`src/rtl/tester_pkg.sv`:
```
// Shared helpers for the front-panel button debouncer bank.
// Cycle conversion, counter sizing and the per-channel output bundle.
package tester_pkg;

  typedef struct packed {
    logic level;
    logic press;
    logic rel;
    logic long_press;
  } ch_out_t;

  function automatic int us_to_cycles(input longint freq,
                                      input longint us);
    return int'((freq * us) / longint'(1_000_000));
  endfunction

  function automatic int cnt_w(input int n);
    return (n < 1) ? 1 : $clog2(n + 1);
  endfunction

endpackage

```
`src/rtl/debounce_channel.sv`:
```
// One button channel: 2-flop sync, symmetric debounce,
// registered press/release pulses and a one-shot long-press.
module debounce_channel
  import tester_pkg::*;
#(
  parameter int DB_CYC     = 4,
  parameter int LONG_CYC   = 20,
  parameter bit ACTIVE_LOW = 1'b0
) (
  input  logic    clk,
  input  logic    rstn,
  input  logic    button_i,
  output ch_out_t out_o
);

  localparam int DW = cnt_w(DB_CYC);
  localparam logic [DW-1:0] DB_LAST = DW'(DB_CYC - 1);

  logic          s1_q, s2_q, s;
  logic          lvl_q, lvl_d;
  logic          press_q, press_d;
  logic          rel_q, rel_d;
  logic [DW-1:0] dcnt_q, dcnt_d;
  logic          long_p;

  assign s = s2_q ^ ACTIVE_LOW;

  always_comb begin
    lvl_d   = lvl_q;
    dcnt_d  = dcnt_q;
    press_d = 1'b0;
    rel_d   = 1'b0;
    unique case (1'b1)
      (s == lvl_q): dcnt_d = '0;
      ((s != lvl_q) && (dcnt_q == DB_LAST)): begin
        lvl_d   = s;
        dcnt_d  = '0;
        press_d = s;
        rel_d   = ~s;
      end
      default: dcnt_d = dcnt_q + 1'b1;
    endcase
  end

  // Sync flops reset to the raw idle level so reset never looks like a press.
  always_ff @(posedge clk or negedge rstn) begin
    if (!rstn) begin
      s1_q    <= ACTIVE_LOW;
      s2_q    <= ACTIVE_LOW;
      lvl_q   <= 1'b0;
      dcnt_q  <= '0;
      press_q <= 1'b0;
      rel_q   <= 1'b0;
    end else begin
      s1_q    <= button_i;
      s2_q    <= s1_q;
      lvl_q   <= lvl_d;
      dcnt_q  <= dcnt_d;
      press_q <= press_d;
      rel_q   <= rel_d;
    end
  end

  generate
    if (LONG_CYC > 0) begin : g_long
      localparam int LW = cnt_w(LONG_CYC);
      localparam logic [LW-1:0] L_MAX = LW'(LONG_CYC);

      logic [LW-1:0] lcnt_q, lcnt_d;
      logic          long_q, long_d;

      always_comb begin
        lcnt_d = lcnt_q;
        long_d = 1'b0;
        if (!lvl_q) begin
          lcnt_d = '0;
        end else if (lcnt_q < L_MAX) begin
          lcnt_d = lcnt_q + 1'b1;
          long_d = (lcnt_d == L_MAX);
        end
      end

      always_ff @(posedge clk or negedge rstn) begin
        if (!rstn) begin
          lcnt_q <= '0;
          long_q <= 1'b0;
        end else begin
          lcnt_q <= lcnt_d;
          long_q <= long_d;
        end
      end

      assign long_p = long_q;
    end else begin : g_nolong
      assign long_p = 1'b0;
    end
  endgenerate

  assign out_o = '{lvl_q, press_q, rel_q, long_p};

endmodule

```
`src/rtl/button_debouncer_bank.sv`:
```
// Bank of N_CH independent button debouncers for the tester panel.
// Timing parameters are given in us and converted to cycles here.
module button_debouncer_bank
  import tester_pkg::*;
#(
  parameter int FREQ        = 100_000_000,
  parameter int N_CH        = 4,
  parameter int DEBOUNCE_US = 500,
  parameter int LONG_US     = 1_000_000,
  parameter bit ACTIVE_LOW  = 1'b0
) (
  input  logic            clk,
  input  logic            rstn,
  input  logic [N_CH-1:0] button,
  output logic [N_CH-1:0] level,
  output logic [N_CH-1:0] press,
  output logic [N_CH-1:0] release_o,
  output logic [N_CH-1:0] long_press
);

  localparam int DB_CYC   = us_to_cycles(FREQ, DEBOUNCE_US);
  localparam int LONG_CYC = us_to_cycles(FREQ, LONG_US);

  for (genvar i = 0; i < N_CH; i++) begin : g_ch
    ch_out_t o;

    debounce_channel #(
      .DB_CYC    (DB_CYC),
      .LONG_CYC  (LONG_CYC),
      .ACTIVE_LOW(ACTIVE_LOW)
    ) u_ch (
      .clk     (clk),
      .rstn    (rstn),
      .button_i(button[i]),
      .out_o   (o)
    );

    assign level[i]      = o.level;
    assign press[i]      = o.press;
    assign release_o[i]  = o.rel;
    assign long_press[i] = o.long_press;
  end

endmodule

```
`config.mk`:
```
export PLATFORM = sky130hd
export DESIGN_NAME = button_debouncer_bank
export DESIGN_NICKNAME = d
export VERILOG_FILES = /design/src/rtl/tester_pkg.sv /design/src/rtl/debounce_channel.sv /design/src/rtl/button_debouncer_bank.sv
export SDC_FILE = /design/constraint.sdc
export NUM_CORES = 1
export LEC_CHECK = 0
export CELL_PAD_IN_SITES_DETAIL_PLACEMENT = 0
export CELL_PAD_IN_SITES_GLOBAL_PLACEMENT = 1
export CORE_UTILIZATION = 45
export CTS_CLUSTER_DIAMETER = 80
export CTS_CLUSTER_SIZE = 24
export DETAILED_ROUTE_END_ITERATION = 8
export PLACE_DENSITY_LB_ADDON = 0.1
export SLEW_MARGIN = 5
export SYNTH_ARGS = -nofsm -noshare
export SYNTH_HDL_FRONTEND = slang
export SYNTH_SLANG_ARGS = --single-unit
```
`constraint.sdc`:
```
create_clock -name clk -period 3.1 [get_ports clk]
set_input_delay 0.31 -clock clk [delete_from_list [all_inputs] [get_ports clk]]
set_output_delay 0.31 -clock clk [all_outputs]
set_load 0.01 [all_outputs]
```
# Word-level counts from Yosys, hierarchy flattened
# Index checks and enable logic that the tools add are counted.
[classes] muxes=28 reduce_logical=8 n_addsub=8 order_cmp=4 bitwise=4 eq_ne=20
[ops] cell="$mux 27" count=8
[ops] cell="$add 27x1->27 const B" count=4
[ops] cell="$eq 27x27->1 const B" count=4
[ops] cell="$lt 27x27->1 const B" count=4
[ops] cell="$add 16x1->16 const B" count=4
[ops] cell="$eq 16x16->1 const B" count=4
[ops] cell="$mux 16" count=4
[ops] cell="$mux 1" count=16
[ops] cell="$ne 2x2->1 const B" count=4
[ops] cell="$reduce_or 2->1" count=4
[ops] cell="$eq 1x1->1" count=4
[ops] cell="$logic_and 1x1->1" count=4
[ops] cell="$ne 1x1->1" count=4
[ops] cell="$not 1->1" count=4
[word_totals] in_bits=6 out_inout_bits=16 ff_bits=196

# Depth between registers and ports, before layout
[depth] ltp_word=4 mapped_depth=8

# By module
# A second synthesis with hierarchy kept.
[hier_totals] hier_cells=1240 area_unflattened_um2=11483.5
[modules_own_cells] mod="debounce_channel (g_ch[0].u_ch ...)" cells_per_inst=309 n_inst=3 seq_area_each_um2=1226.2 area_each_um2=2847.7
[modules_own_cells] mod="debounce_channel (g_ch[2].u_ch)" cells_per_inst=313 n_inst=1 seq_area_each_um2=1226.2 area_each_um2=2940.3

# Worst setup path before layout
# No wires, ideal clock.
[synth_timing] path_kind="reg-to-reg" start="register g_ch[3].u_ch.g_long.lcnt_q[0]" end="register g_ch[3].u_ch.g_long.long_q" required_ns=2.999 arrival_ns=2.298 period_less_slack_ns=2.399 setup_ns=0.101 path_buffers=1 path_stages_with_launch=9 setup_slack_ns=0.701 cell_sequence="dfrtp_1 -> ha_1 -> nand3_1 -> or2_1 -> clkbuf_2 -> a2111oi_0 -> o211ai_1 -> or4_1 -> nor4_1"
[synth_between] elab_chain_cells=4
[synth_rtl] element="from (decl)" line_no="debounce_channel.sv:69" rtl="logic [LW-1:0] lcnt_q, lcnt_d;"
[synth_rtl] element="from (signal assigned)" line_no="debounce_channel.sv:88" rtl="lcnt_q <= lcnt_d;"
[synth_rtl] element="$add 27x1->27" line_no="debounce_channel.sv:78" rtl="lcnt_d = lcnt_q + 1'b1;"
[synth_rtl] element="$eq 27x27->1" line_no="debounce_channel.sv:79" rtl="long_d = (lcnt_d == L_MAX);"
[synth_rtl] element="$mux 1 (*)" line_no="debounce_channel.sv:77" rtl="end else if (lcnt_q < L_MAX) begin"
[synth_rtl] element="$mux 1 (*)" line_no="debounce_channel.sv:75" rtl="if (!lvl_q) begin"
[synth_rtl] element="net g_ch[3].u_ch.g_long.long_d" line_no="debounce_channel.sv:70" rtl="logic long_q, long_d;"
[synth_rtl] element="to (signal assigned)" line_no="debounce_channel.sv:89" rtl="long_q <= long_d;"
[synth_rtl] element="to (decl)" line_no="debounce_channel.sv:70"
# Mark *: on every way through the listed nets, which the timed path passes. The rest lies on a longest branch.
# A chain may end at the register's enable or synchronous reset.

# Worst setup path after layout
# Same ends and word-level chain as after synthesis.

==> out/metrics.yaml <==
status: "finished, final reports clean"
p_leak_nw: 5.07
post-place-ws_ns: 0.472
drt-total-wl_um: 24500
rsz0062_at_grt: "false"
cts_root_buffer: "clkbuf_16"
drive_above_1_share_pct: 6.85
area_growth_pct: 9.79
maxSlewViolCount: 0
dieArea_um2: 25700
period_needed_ns: 2.65
cts_tree: "yes"
setup_slack_ns: 0.451
total_power_mw: 4.93
synth_edf_count: 0
numPortBuffers: 21
cts.sinks: 196
yosysMostFrequentCell: "dfrtp_1"
ys.flop_type: "dfrtp_1"
cts_made_buffers: 17
fin_tns_setup_ns: 0
grt.total_usage_pct: 19.9
ant_nets: 0
worstSkewPairLatency_ns: 0.44
worstSetupEndpointType: "flip-flop"
hold_violations: 0
synth-seq-area-share_pct: 43.5
core_area_um2: 24500
yosysWarningCount: 0
cap_violations: 0
grt_pass1_vias: 8274
cp_max_fo: 8
grt_antenna_before_repair: 0
clock_skew_ns: 0.0134
vias_per_cell: 5.54
ys_ff_latch: 196
nets: 1232
synth_cell_type_count: 73
gp_congestion: 0.852
synthTopCellsByArea: "dfrtp_1 (43%), xnor2_1 (6.3%), xor2_1 (5.6%)"
r2r_slack_ns: 0.45
overflow: 0
netlist_area_um2: 11300
path_clk_slew_ns: 0.08
first_pass_iters: 7
fmax_mhz: 377
peakVddDrop_v: 0.000273
die_h_um: 160
initial_core_util_pct: 46.1
start_kind: "flip-flop"
diodes: 0
cts_buffer_depth: 2
path_class: "reg -> reg"
yosys.area.top_type: "dfrtp_1"
dp_hpwl_um: 16500
required_ns: 3.44
async_reset_ff_share_pct: 100
fin_crit_sh_pct: 85.5
vias: 8583
wl_per_cell_um: 15.8
finalSetupViolCount: 0
grt_start_max_net_pins: 73
drt_iter0_drc: 572
syn_avg_cell_area_um2: 9.25
slew-limit-headroom_pct: 54.8
tightest_slew_ns: 0.672
htree_levels: 4
synth_nets: 1238
crit_arrival_ns: 2.99
synthCells: 1220
grt_first_pass_wirelength_um: 42200
die_w_um: 160
hp-class: "in -> reg"
rows: 57
synth_top_area_share_pct: 43.5
power_per_cell_area_nw_per_um2: 398
ioPinCount: 22
drc: 0
synthTopCellsByCount: "dfrtp_1 (196), nor2_1 (122), nand3_1 (98)"
-- through the flow --
stage | area (um2) | cells | util, % | hold slack [ns]
after floorplan | 11300 | 1220 | - | 0.0144
after detailed placement | 11800 | 1518 | 48.2 | 0.336
after CTS | 12400 | 1550 | 50.6 | 0.285
final | 12400 | 1550 | 50.6 | 0.302
after global placement | 11800 | 1518 | 48.2 | 0.333
after global routing | 12400 | 1550 | 50.6 | 0.286
-- logic make-up (layout without fill, tap and decap cells) --
family | after synthesis | count (layout) | share of synthesized area, %
XOR/XNOR | 153 | 153 | 11.9
AND/OR/NAND/NOR | 608 | 608 | 29.4
buffers and inverters | 94 | 100 | 3.89
adder cells (fa/ha/maj) | 12 | 12 | 1.33
multiplexers | 17 | 17 | 1.59
flip-flops | 196 | 196 | 43.5
AO/OA/AOI/OAI | 140 | 140 | 8.42
-- power by group --
group | switching, mW | total (mW) | leakage [nW] | internal, mW
sequential | 0.0118 | 2.58 | 2.71 | 2.57
combinational | 0.0720 | 0.0967 | 2.07 | 0.0248
clock | 1.03 | 2.25 | 0.289 | 1.21
-- final cells by class --
cell class	count	area (um2)
clock buffers	17	425
inverters	15	56.3
clock inverters	14	169
fillers	2291	12100
repair buffers	54	477
multi-input cells	930	5950
well taps	324	405
flip-flops and latches	196	4900
-- registers in the layout (all words and copies together), names as in the netlist --
name	cells
g_ch.u_ch.rel_q	4
g_ch.u_ch.lvl_q	4
g_ch.u_ch.s	4
g_ch.u_ch.dcnt_q	64
g_ch.u_ch.g_long.lcnt_q	108
g_ch.u_ch.press_q	4
g_ch.u_ch.s1_q	4
g_ch.u_ch.g_long.long_q	4
-- critical path: stages, from the launching register on --
cell and delay, ns:
dfrtp_1 0.46, ha_1 0.26, nand3_1 0.17, or2_1 0.36
a2111oi_0 0.43, o211ai_1 0.14, or4_1 0.52, nor4_1 0.23
-- path summary, 6_finish.rpt --
check,from,to,cells after the start
max,g_ch[3].u_ch.g_long.lcnt_q[0],g_ch[3].u_ch.g_long.long_q,7
min,button[0],g_ch[0].u_ch.s1_q,1
max reg2reg,g_ch[3].u_ch.g_long.lcnt_q[0],g_ch[3].u_ch.g_long.long_q,7
min reg2reg,g_ch[1].u_ch.s1_q,g_ch[1].u_ch.s,0
max in group asynchronous,rstn,g_ch[3].u_ch.g_long.lcnt_q[21],3
min in group asynchronous,rstn,g_ch[1].u_ch.dcnt_q[0],2
-- routing by layer --
layer	GRT usage (%)	vias up	part of all wire (%)
met1	29.9	4162	52
li1	-	4302	-
met2	30.0	100	44
met4	5.37	0	0.84
met5	0	-	0
met3	2.79	19	2.7
-- layout by cell type, fill, tap and decap left out, types with 7 or more instances in the layout --
cell / n
a21boi_0: 8
a21oi_1: 37
and2_1: 76
and3_1: 38
and4_1: 15
buf_4: 31
clkbuf_16: 17
clkdlybuf4s50_1: 20
dfrtp_1: 196
ha_1: 12
inv_1: 14
mux2_2: 7
mux2i_1: 10
nand2_1: 77
nand2b_1: 9
nand3_1: 98
nand4_1: 51
nand4b_1: 8
nor2_1: 122
nor3_1: 28
nor3b_1: 17
nor4_1: 14
o21ai_0: 19
o31ai_1: 7
or3_1: 14
or4_1: 11
xnor2_1: 81
xor2_1: 72
-- timing repair --
| action | 4_1_cts | 5_1_grt |
|---|---|---|
| resized for setup | 0 | 0 |
| endpoints found under the hold margin | 69 | 0 |
| hold buffers | 1 | 0 |
| buffers inserted | 0 | 0 |
(Power assumes the default switching activity.)
